<file path="src/rtl/hazard_pkg.sv">
// Shared constants and helpers for the scoreboard hazard unit.
package hazard_pkg;

    localparam logic [31:0] ERET_CODE   = 32'h0000000E;
    localparam logic [31:0] EXC_VEC_DEF = 32'hBFC00380;

    function automatic int cnt_width(input int load_lat);
        return $clog2(load_lat + 1);
    endfunction

endpackage

</file>
<file path="src/rtl/scoreboard_hazard_if.sv">
// Pipeline-side signal bundle of the hazard unit.
interface scoreboard_hazard_if #(
    parameter int AW = 5
);
    logic          d_stall;
    logic          i_stall;
    logic          div_busy;
    logic          issue_d;
    logic [AW-1:0] rs_d;
    logic [AW-1:0] rt_d;
    logic          use_rs_d;
    logic          use_rt_d;
    logic          early_d;
    logic [AW-1:0] wreg_d;
    logic          regwrite_d;
    logic          is_load_d;
    logic [31:0]   except_type_m;
    logic [31:0]   epc_m;

    logic          stall_f;
    logic          stall_d;
    logic          stall_e;
    logic          stall_m;
    logic          stall_w;
    logic          flush_f;
    logic          flush_d;
    logic          flush_e;
    logic          flush_m;
    logic          flush_w;
    logic [31:0]   newpc;
    logic          exc_taken;
    logic          longest_stall;

    modport master (
        output d_stall, i_stall, div_busy, issue_d,
        output rs_d, rt_d, use_rs_d, use_rt_d, early_d,
        output wreg_d, regwrite_d, is_load_d,
        output except_type_m, epc_m,
        input  stall_f, stall_d, stall_e, stall_m, stall_w,
        input  flush_f, flush_d, flush_e, flush_m, flush_w,
        input  newpc, exc_taken, longest_stall
    );

    modport slave (
        input  d_stall, i_stall, div_busy, issue_d,
        input  rs_d, rt_d, use_rs_d, use_rt_d, early_d,
        input  wreg_d, regwrite_d, is_load_d,
        input  except_type_m, epc_m,
        output stall_f, stall_d, stall_e, stall_m, stall_w,
        output flush_f, flush_d, flush_e, flush_m, flush_w,
        output newpc, exc_taken, longest_stall
    );

endinterface

</file>
<file path="src/rtl/reg_scoreboard.sv">
// Per-register pending-write countdown array; entry 0 is always zero.
module reg_scoreboard #(
    parameter int NREG  = 32,
    parameter int AW    = 5,
    parameter int CNT_W = 2
) (
    input  logic             clk,
    input  logic             rst,
    input  logic             wr_en,
    input  logic [AW-1:0]    wr_idx,
    input  logic [CNT_W-1:0] wr_val,
    input  logic             dec_en,
    input  logic             clr,
    input  logic [AW-1:0]    rd_idx_a,
    output logic [CNT_W-1:0] cnt_a,
    input  logic [AW-1:0]    rd_idx_b,
    output logic [CNT_W-1:0] cnt_b
);

    logic [CNT_W-1:0] cnt [NREG];

    // A new issue to a register overrides its decrement in the same cycle.
    always_ff @(posedge clk) begin
        cnt[0] <= '0;
        for (int r = 1; r < NREG; r++) begin
            if (rst || clr) begin
                cnt[r] <= '0;
            end else if (wr_en && (int'(wr_idx) == r)) begin
                cnt[r] <= wr_val;
            end else if (dec_en && (cnt[r] != '0)) begin
                cnt[r] <= cnt[r] - CNT_W'(1);
            end
        end
    end

    assign cnt_a = cnt[rd_idx_a];
    assign cnt_b = cnt[rd_idx_b];

endmodule

</file>
<file path="src/rtl/scoreboard_hazard.sv">
// Scoreboard-based stall/flush control with a precise-exception latch.
module scoreboard_hazard
    import hazard_pkg::*;
#(
    parameter int          NREG     = 32,
    parameter int          AW       = 5,
    parameter int          ALU_LAT  = 1,
    parameter int          LOAD_LAT = 2,
    parameter logic [31:0] EXC_VEC  = EXC_VEC_DEF
) (
    input logic                clk,
    input logic                rst,
    scoreboard_hazard_if.slave bus
);

    localparam int CNT_W = cnt_width(LOAD_LAT);

    logic             freeze;
    logic             exc_live;
    logic             exc_go;
    logic             dep_stall;
    logic             hit_rs;
    logic             hit_rt;
    logic             fire;
    logic             stall_fd;
    logic             stall_ew;
    logic [CNT_W-1:0] cnt_rs;
    logic [CNT_W-1:0] cnt_rt;
    logic [CNT_W-1:0] wr_val;
    logic             wr_en;

    logic             pend_v;
    logic [31:0]      pend_type;
    logic [31:0]      pend_epc;
    logic [31:0]      sel_type;
    logic [31:0]      sel_epc;

    assign freeze   = bus.d_stall | bus.i_stall | bus.div_busy;
    assign exc_live = bus.except_type_m != '0;
    assign exc_go   = ~freeze & (pend_v | exc_live);

    // Early consumers need the value now; others can take it via E forwarding.
    assign hit_rs = bus.use_rs_d &
        (bus.early_d ? (cnt_rs != '0) : (cnt_rs > CNT_W'(ALU_LAT)));
    assign hit_rt = bus.use_rt_d &
        (bus.early_d ? (cnt_rt != '0) : (cnt_rt > CNT_W'(ALU_LAT)));
    assign dep_stall = bus.issue_d & (hit_rs | hit_rt);

    assign stall_fd = freeze | dep_stall | pend_v;
    assign stall_ew = freeze | pend_v;

    assign fire   = bus.issue_d & ~stall_fd & ~exc_go;
    assign wr_en  = fire & bus.regwrite_d & (bus.wreg_d != '0);
    assign wr_val = bus.is_load_d ? CNT_W'(LOAD_LAT) : CNT_W'(ALU_LAT);

    reg_scoreboard #(
        .NREG  (NREG),
        .AW    (AW),
        .CNT_W (CNT_W)
    ) u_sb (
        .clk      (clk),
        .rst      (rst),
        .wr_en    (wr_en),
        .wr_idx   (bus.wreg_d),
        .wr_val   (wr_val),
        .dec_en   (~freeze),
        .clr      (exc_go),
        .rd_idx_a (bus.rs_d),
        .cnt_a    (cnt_rs),
        .rd_idx_b (bus.rt_d),
        .cnt_b    (cnt_rt)
    );

    // Hold the first exception seen during a freeze until it can be flushed.
    always_ff @(posedge clk) begin
        if (rst) begin
            pend_v    <= 1'b0;
            pend_type <= '0;
            pend_epc  <= '0;
        end else if (exc_go) begin
            pend_v <= 1'b0;
        end else if (exc_live && freeze && !pend_v) begin
            pend_v    <= 1'b1;
            pend_type <= bus.except_type_m;
            pend_epc  <= bus.epc_m;
        end
    end

    assign sel_type = pend_v ? pend_type : bus.except_type_m;
    assign sel_epc  = pend_v ? pend_epc  : bus.epc_m;

    always_comb begin
        bus.stall_f   = 1'b0;
        bus.stall_d   = 1'b0;
        bus.stall_e   = 1'b0;
        bus.stall_m   = 1'b0;
        bus.stall_w   = 1'b0;
        bus.flush_f   = 1'b1;
        bus.flush_d   = 1'b1;
        bus.flush_e   = 1'b1;
        bus.flush_m   = 1'b1;
        bus.flush_w   = 1'b1;
        bus.exc_taken = 1'b0;
        bus.newpc     = '0;
        if (!rst) begin
            bus.stall_f   = stall_fd & ~exc_go;
            bus.stall_d   = stall_fd & ~exc_go;
            bus.stall_e   = stall_ew & ~exc_go;
            bus.stall_m   = stall_ew & ~exc_go;
            bus.stall_w   = stall_ew & ~exc_go;
            bus.flush_f   = exc_go;
            bus.flush_d   = exc_go;
            bus.flush_e   = exc_go | (dep_stall & ~freeze);
            bus.flush_m   = exc_go;
            bus.flush_w   = exc_go;
            bus.exc_taken = exc_go;
            if (exc_go) begin
                bus.newpc = (sel_type == ERET_CODE) ? sel_epc : EXC_VEC;
            end
        end
        bus.longest_stall = bus.stall_f | bus.stall_d | bus.stall_e |
                            bus.stall_m | bus.stall_w;
    end

endmodule
</file>
<file path="src/flat_wrapper.sv">
// flat-port wrapper written by rule: the top's interface ports become plain ports
module scoreboard_hazard_flat import hazard_pkg::*;
#(
    parameter int          NREG     = 32,
    parameter int          AW       = 5,
    parameter int          ALU_LAT  = 1,
    parameter int          LOAD_LAT = 2,
    parameter logic [31:0] EXC_VEC  = EXC_VEC_DEF
)
  (clk, rst, bus_d_stall, bus_i_stall, bus_div_busy, bus_issue_d, bus_rs_d, bus_rt_d, bus_use_rs_d, bus_use_rt_d, bus_early_d, bus_wreg_d, bus_regwrite_d, bus_is_load_d, bus_except_type_m, bus_epc_m, bus_stall_f, bus_stall_d, bus_stall_e, bus_stall_m, bus_stall_w, bus_flush_f, bus_flush_d, bus_flush_e, bus_flush_m, bus_flush_w, bus_newpc, bus_exc_taken, bus_longest_stall);
  scoreboard_hazard_if #(.AW(AW)) bus_i ();
  input logic clk;
  input logic rst;
  input wire logic [$bits(bus_i.d_stall)-1:0] bus_d_stall;
  input wire logic [$bits(bus_i.i_stall)-1:0] bus_i_stall;
  input wire logic [$bits(bus_i.div_busy)-1:0] bus_div_busy;
  input wire logic [$bits(bus_i.issue_d)-1:0] bus_issue_d;
  input wire logic [$bits(bus_i.rs_d)-1:0] bus_rs_d;
  input wire logic [$bits(bus_i.rt_d)-1:0] bus_rt_d;
  input wire logic [$bits(bus_i.use_rs_d)-1:0] bus_use_rs_d;
  input wire logic [$bits(bus_i.use_rt_d)-1:0] bus_use_rt_d;
  input wire logic [$bits(bus_i.early_d)-1:0] bus_early_d;
  input wire logic [$bits(bus_i.wreg_d)-1:0] bus_wreg_d;
  input wire logic [$bits(bus_i.regwrite_d)-1:0] bus_regwrite_d;
  input wire logic [$bits(bus_i.is_load_d)-1:0] bus_is_load_d;
  input wire logic [$bits(bus_i.except_type_m)-1:0] bus_except_type_m;
  input wire logic [$bits(bus_i.epc_m)-1:0] bus_epc_m;
  output wire logic [$bits(bus_i.stall_f)-1:0] bus_stall_f;
  output wire logic [$bits(bus_i.stall_d)-1:0] bus_stall_d;
  output wire logic [$bits(bus_i.stall_e)-1:0] bus_stall_e;
  output wire logic [$bits(bus_i.stall_m)-1:0] bus_stall_m;
  output wire logic [$bits(bus_i.stall_w)-1:0] bus_stall_w;
  output wire logic [$bits(bus_i.flush_f)-1:0] bus_flush_f;
  output wire logic [$bits(bus_i.flush_d)-1:0] bus_flush_d;
  output wire logic [$bits(bus_i.flush_e)-1:0] bus_flush_e;
  output wire logic [$bits(bus_i.flush_m)-1:0] bus_flush_m;
  output wire logic [$bits(bus_i.flush_w)-1:0] bus_flush_w;
  output wire logic [$bits(bus_i.newpc)-1:0] bus_newpc;
  output wire logic [$bits(bus_i.exc_taken)-1:0] bus_exc_taken;
  output wire logic [$bits(bus_i.longest_stall)-1:0] bus_longest_stall;
  assign bus_i.d_stall = bus_d_stall;
  assign bus_i.i_stall = bus_i_stall;
  assign bus_i.div_busy = bus_div_busy;
  assign bus_i.issue_d = bus_issue_d;
  assign bus_i.rs_d = bus_rs_d;
  assign bus_i.rt_d = bus_rt_d;
  assign bus_i.use_rs_d = bus_use_rs_d;
  assign bus_i.use_rt_d = bus_use_rt_d;
  assign bus_i.early_d = bus_early_d;
  assign bus_i.wreg_d = bus_wreg_d;
  assign bus_i.regwrite_d = bus_regwrite_d;
  assign bus_i.is_load_d = bus_is_load_d;
  assign bus_i.except_type_m = bus_except_type_m;
  assign bus_i.epc_m = bus_epc_m;
  assign bus_stall_f = bus_i.stall_f;
  assign bus_stall_d = bus_i.stall_d;
  assign bus_stall_e = bus_i.stall_e;
  assign bus_stall_m = bus_i.stall_m;
  assign bus_stall_w = bus_i.stall_w;
  assign bus_flush_f = bus_i.flush_f;
  assign bus_flush_d = bus_i.flush_d;
  assign bus_flush_e = bus_i.flush_e;
  assign bus_flush_m = bus_i.flush_m;
  assign bus_flush_w = bus_i.flush_w;
  assign bus_newpc = bus_i.newpc;
  assign bus_exc_taken = bus_i.exc_taken;
  assign bus_longest_stall = bus_i.longest_stall;
  scoreboard_hazard #(.NREG(NREG), .AW(AW), .ALU_LAT(ALU_LAT), .LOAD_LAT(LOAD_LAT), .EXC_VEC(EXC_VEC)) u_core (.clk(clk), .rst(rst), .bus(bus_i));
endmodule
</file>
<file path="config.mk">
export PLATFORM = sky130hd
export DESIGN_NAME = scoreboard_hazard_flat
export DESIGN_NICKNAME = d
export VERILOG_FILES = /design/src/rtl/hazard_pkg.sv /design/src/rtl/scoreboard_hazard_if.sv /design/src/rtl/reg_scoreboard.sv /design/src/rtl/scoreboard_hazard.sv /design/src/flat_wrapper.sv
export SDC_FILE = /design/constraint.sdc
export NUM_CORES = 1
export LEC_CHECK = 0
export CAP_MARGIN = 20
export CORE_ASPECT_RATIO = 2
export CORE_MARGIN = 3
export CORE_UTILIZATION = 46
export DETAILED_ROUTE_END_ITERATION = 16
export HOLD_SLACK_MARGIN = 0.1
export PLACE_DENSITY = 0.73
export SLEW_MARGIN = 40
export SYNTH_ARGS = -nofsm -noshare
export SYNTH_HDL_FRONTEND = slang
export SYNTH_SLANG_ARGS = --single-unit
</file>
<file path="constraint.sdc">
create_clock -name clk -period 3.6 [get_ports clk]
set_input_delay 0.72 -clock clk [delete_from_list [all_inputs] [get_ports clk]]
set_output_delay 0.72 -clock clk [all_outputs]
set_load 0.03 [all_outputs]
</file>
==> metrics.txt <==
# TYPE chip_impl_metric gauge
chip_impl_metric{name="drt-vias-per-instance",unit=""} 6.01
chip_impl_info{name="tritoncts",value="done"} 1
chip_impl_metric{name="min_period_over_period",unit=""} 1.03
chip_impl_metric{name="drt_pre_antenna_iters",unit=""} 6
chip_impl_info{name="postSynth.topFlopCell",value="sky130_fd_sc_hd__dfxtp_1"} 1
chip_impl_metric{name="dpl.hpwl",unit="mm"} 19.5
chip_impl_metric{name="placed_area",unit="sq um"} 10700
chip_impl_metric{name="grt_first_pass_wirelength",unit="mm"} 43.2
chip_impl_info{name="largest_family_of_logic_cells_by_synthesized_area",value="simple AND/OR/NAND/NOR gates"} 1
chip_impl_metric{name="fin_area",unit="sq um"} 11800
chip_impl_metric{name="insertion_delay",unit="ns"} 0.42
chip_impl_metric{name="maxClockFrequency",unit="GHz"} 0.271
chip_impl_metric{name="hold_path_depth",unit=""} 2
chip_impl_metric{name="port_bufs",unit=""} 133
chip_impl_metric{name="clock_sinks",unit=""} 127
chip_impl_metric{name="post-synth-top-area-fraction",unit=""} 0.216
chip_impl_metric{name="filler_cell_count",unit=""} 1461
chip_impl_metric{name="arithmetic_cell_share_of_the_synthesized_area_counting_full_adders_half_adders_and_majority_gates",unit=""} 0.0451
chip_impl_metric{name="synth_simple_gate_area_frac",unit=""} 0.219
chip_impl_metric{name="nNetsFinal",unit=""} 1242
chip_impl_metric{name="num_vias",unit=""} 8117
chip_impl_metric{name="core-area",unit="sq um"} 18300
chip_impl_metric{name="die_width",unit="microns"} 103
chip_impl_metric{name="synth.yosys.seq_area_share",unit=""} 0.368
chip_impl_metric{name="crit_required",unit="ns"} 2.88
chip_impl_metric{name="row_count",unit=""} 70
chip_impl_metric{name="antenna_cells_inserted",unit=""} 0
chip_impl_info{name="unrepaired_setup_endpoints_after_global_routing",value="true"} 1
chip_impl_metric{name="detail_route.wl_per_cell",unit="microns"} 20.3
chip_impl_metric{name="worst_slew_pin_slew",unit="ns"} 0.666
chip_impl_metric{name="clk_transition_reported_paths",unit="ns"} 0.06
chip_impl_metric{name="post_synth_edffs",unit=""} 62
chip_impl_metric{name="die-area",unit="sq um"} 20500
chip_impl_metric{name="pre_cts_ws",unit="ns"} -0.995
chip_impl_metric{name="clock_path_buffers",unit=""} 2
chip_impl_metric{name="critical_path.n_buffers_inverters",unit=""} 2
chip_impl_metric{name="setup_slack",unit="ns"} -0.0960
chip_impl_metric{name="worst_r2r_path_depth",unit=""} 10
chip_impl_info{name="critPathLaunch",value="u_core.u_sb.cnt[14][1]"} 1
chip_impl_metric{name="post_synth_mux_area_share",unit=""} 0.188
chip_impl_metric{name="io-pin-count",unit=""} 134
chip_impl_metric{name="multi_input_area",unit="sq um"} 5130
chip_impl_info{name="crit_path_cell_trace",value="mux4_2 > mux2i_2 > a221oi_2 > o31a_1 > nor4_4 > buf_6 > nor2b_4 > o31a_1 > buf_6"} 1
chip_impl_metric{name="grt_pass1_vias",unit=""} 8375
chip_impl_metric{name="final-max-slew-violation-count",unit=""} 0
chip_impl_metric{name="drt-total-wl",unit="mm"} 27.5
chip_impl_metric{name="max-slew-margin-rel",unit=""} 0.556
chip_impl_metric{name="ctsHtreeMaxLevel",unit=""} 4
chip_impl_metric{name="clock_skew",unit="ns"} 0.00919
chip_impl_metric{name="p_total",unit="uW"} 4250
chip_impl_metric{name="synth.ff_latch_count",unit=""} 127
chip_impl_info{name="setup.worst_path.end_class",value="primary output"} 1
chip_impl_metric{name="final_antenna_net_count",unit=""} 0
chip_impl_metric{name="sequential_cell_area",unit="sq um"} 3170
chip_impl_metric{name="yosysWarningCount",unit=""} 0
chip_impl_metric{name="fin_cells",unit=""} 1350
chip_impl_metric{name="area_growth",unit="%"} 36.7
chip_impl_metric{name="antenna_found_initial",unit=""} 0
chip_impl_metric{name="gr-usage-all-layers",unit=""} 0.276
chip_impl_metric{name="holdBufCountCts",unit=""} 0
chip_impl_info{name="r2r_path_start",value="u_core.u_sb.cnt[14][1]"} 1
chip_impl_metric{name="drt_first_iter_violations",unit=""} 376
chip_impl_metric{name="reg2reg_slack",unit="ns"} 0.13
chip_impl_metric{name="post_synth_xor_area_fraction",unit=""} 0
chip_impl_info{name="critical_path_class",value="flop to primary output"} 1
chip_impl_metric{name="clock_buffer_count_from_cts",unit=""} 17
chip_impl_info{name="worst_path_dominant_cell_family",value="compound AO/OA/AOI/OAI gates"} 1
chip_impl_metric{name="power.leakage",unit="uW"} 0.00520
chip_impl_metric{name="syn-instance-count",unit=""} 930
chip_impl_metric{name="initial_core_util",unit=""} 0.470
chip_impl_info{name="critical_path.startpoint_type",value="flop"} 1
chip_impl_metric{name="ys_types",unit=""} 55
chip_impl_info{name="violations_in_the_final_reports",value="negative setup slack"} 1
chip_impl_metric{name="netlist_area",unit="sq um"} 8600
chip_impl_metric{name="critical_path_cell_count",unit=""} 9
chip_impl_metric{name="timing_hold_violations_final",unit=""} 0
chip_impl_info{name="clock-root-buffer",value="sky130_fd_sc_hd__clkbuf_16"} 1
chip_impl_metric{name="remaining_drc_errors",unit=""} 0
chip_impl_info{name="critical_path.slowest_cell",value="sky130_fd_sc_hd__mux4_2"} 1
chip_impl_metric{name="postSynth.asyncResetShare",unit=""} 0
chip_impl_info{name="synth_top_cells_by_area",value="sky130_fd_sc_hd__edfxtp_1, sky130_fd_sc_hd__dfxtp_1, sky130_fd_sc_hd__mux2i_1"} 1
chip_impl_info{name="synth_largest_area_cell",value="sky130_fd_sc_hd__edfxtp_1"} 1
chip_impl_metric{name="max_cap_viol_count",unit=""} 0
chip_impl_metric{name="period_minus_slack",unit="ns"} 3.70
chip_impl_info{name="worstHoldPathType",value="flop to flop"} 1
chip_impl_metric{name="synth_area_in_compound_gates",unit=""} 0.106
chip_impl_metric{name="hold-worst-slack",unit="ns"} 0.455
chip_impl_metric{name="drive_gt1_frac",unit=""} 0.266
chip_impl_metric{name="critPathArrivalTime",unit="ns"} 2.98
chip_impl_metric{name="critical_path.max_stage_delay",unit="ns"} 0.51
chip_impl_metric{name="worst_ir_drop_vdd",unit="V"} 0.000335
chip_impl_metric{name="grt-ovfl-total",unit=""} 0
chip_impl_metric{name="grt_max_degree",unit=""} 96
chip_impl_metric{name="cellPowerDensity",unit="nW/um^2"} 361
chip_impl_info{name="timing.hold.worst.start",value="u_core.pend_type[26]"} 1
chip_impl_info{name="outcome",value="complete, but fails checks"} 1
chip_impl_metric{name="place.detailed.instances",unit=""} 1295
chip_impl_metric{name="synth_nets",unit=""} 1051
chip_impl_metric{name="synthesis.area_per_instance",unit="sq um"} 9.25
chip_impl_metric{name="die-height",unit="microns"} 199
chip_impl_metric{name="setup_viol_count_final",unit=""} 4
chip_impl_metric{name="cp_max_fo",unit=""} 3
chip_impl_metric{name="gp_routability_congestion",unit=""} 0.945
[Yosys cell counts, types with 18 or more instances]
master	count
sky130_fd_sc_hd__nand2_1	151
sky130_fd_sc_hd__ha_1	31
sky130_fd_sc_hd__o211ai_1	32
sky130_fd_sc_hd__nor2_1	40
sky130_fd_sc_hd__clkbuf_1	53
sky130_fd_sc_hd__dfxtp_1	65
sky130_fd_sc_hd__inv_1	66
sky130_fd_sc_hd__nand4_2	18
sky130_fd_sc_hd__edfxtp_1	62
sky130_fd_sc_hd__a21oi_1	76
sky130_fd_sc_hd__or4_1	64
sky130_fd_sc_hd__mux2i_1	114
[cells by family after synthesis]
kind of cell | Yosys count
AND/OR/NAND/NOR | 345
buffers and inverters | 147
adder cells (fa/ha/maj) | 31
AO/OA/AOI/OAI | 141
multiplexers | 139
flip-flops | 127
[flip-flops by register name, summed over array words and instances, names as in the netlist]
signal	cells
u_core.u_sb.cnt	62
u_core.pend_epc	32
u_core.pend_v	1
u_core.pend_type	32
[final timing paths]
path                                          endpoint
worst max-delay path                       bus_stall_f
worst min-delay path              u_core.pend_type[26]
worst max register to register  u_core.u_sb.cnt[17][0]
worst min register to register    u_core.pend_type[26]
[cells in the final DEF, fill, tap and decap left out, drive strengths merged, types with 8 or more instances in the layout]
cell type,n
buf,160
nand2,151
mux2i,114
a21oi,77
inv,74
dfxtp,65
or4,64
edfxtp,62
clkdlybuf4s50,60
nor2,40
nand4,33
o211ai,32
ha,31
clkbuf,25
mux4,17
nor4,13
nor3,10
nor2b,10
dlymetal6s2s,9
nand2b,9
dlygate4sd2,8
mux2,8
clkdlybuf4s15,8
[through the flow]
| stage | TNS [ns] | util |
|---|---|---|
| after floorplan | -0.0857 | - |
| after global placement | -60.00 | 0.584 |
| after global routing | -0.586 | 0.642 |
| after detailed placement | -63.18 | 0.584 |
| final | -0.286 | 0.642 |
| after CTS | -0.379 | 0.638 |
[worst reg2reg max path, stage by stage, from the launching register on]
cell and delay (ns):
sky130_fd_sc_hd__edfxtp_1 0.47, sky130_fd_sc_hd__mux4_2 0.51, sky130_fd_sc_hd__mux2i_2 0.19, sky130_fd_sc_hd__a221oi_2 0.10, sky130_fd_sc_hd__o31a_1 0.34, sky130_fd_sc_hd__nor4_4 0.32, sky130_fd_sc_hd__buf_6 0.18, sky130_fd_sc_hd__buf_4 0.15
sky130_fd_sc_hd__buf_4 0.33, sky130_fd_sc_hd__nand4_2 0.32, sky130_fd_sc_hd__o211ai_1 0.25
[report_power, final]
group          switching (uW)  internal [uW]
Combinational             436            376
Sequential               80.7           1610
Clock                     703           1040
[cell type report]
| class | count | share of cell area |
|---|---|---|
| multi-input combinational | 656 | 0.436 |
| sequential | 127 | 0.269 |
| timing repair buffer | 252 | 0.200 |
| clock buffer | 19 | 0.0404 |
| tap | 216 | 0.0230 |
| inverter | 67 | 0.0216 |
| clock inverter | 13 | 0.0101 |
[layer usage]
metal	wire [microns]	part of all wire	vias to the layer above	track usage
met1	9040	0.33	3925	0.264
met2	14700	0.54	309	0.492
li1	-	-	3787	-
met3	1290	0.047	96	0.0563
met5	0	0	-	0
met4	2420	0.088	0	0.219
[what timing repair did]
| action | 4_1_cts | 5_1_grt |
|---|---|---|
| buffers inserted | 21 | 5 |
| gates resized for setup | 181 | 44 |
| pin swaps | 26 | 23 |
| endpoints found under the setup margin | 83 | 39 |
| gates cloned | 2 | 0 |
Power figures use the tool's default switching activity.
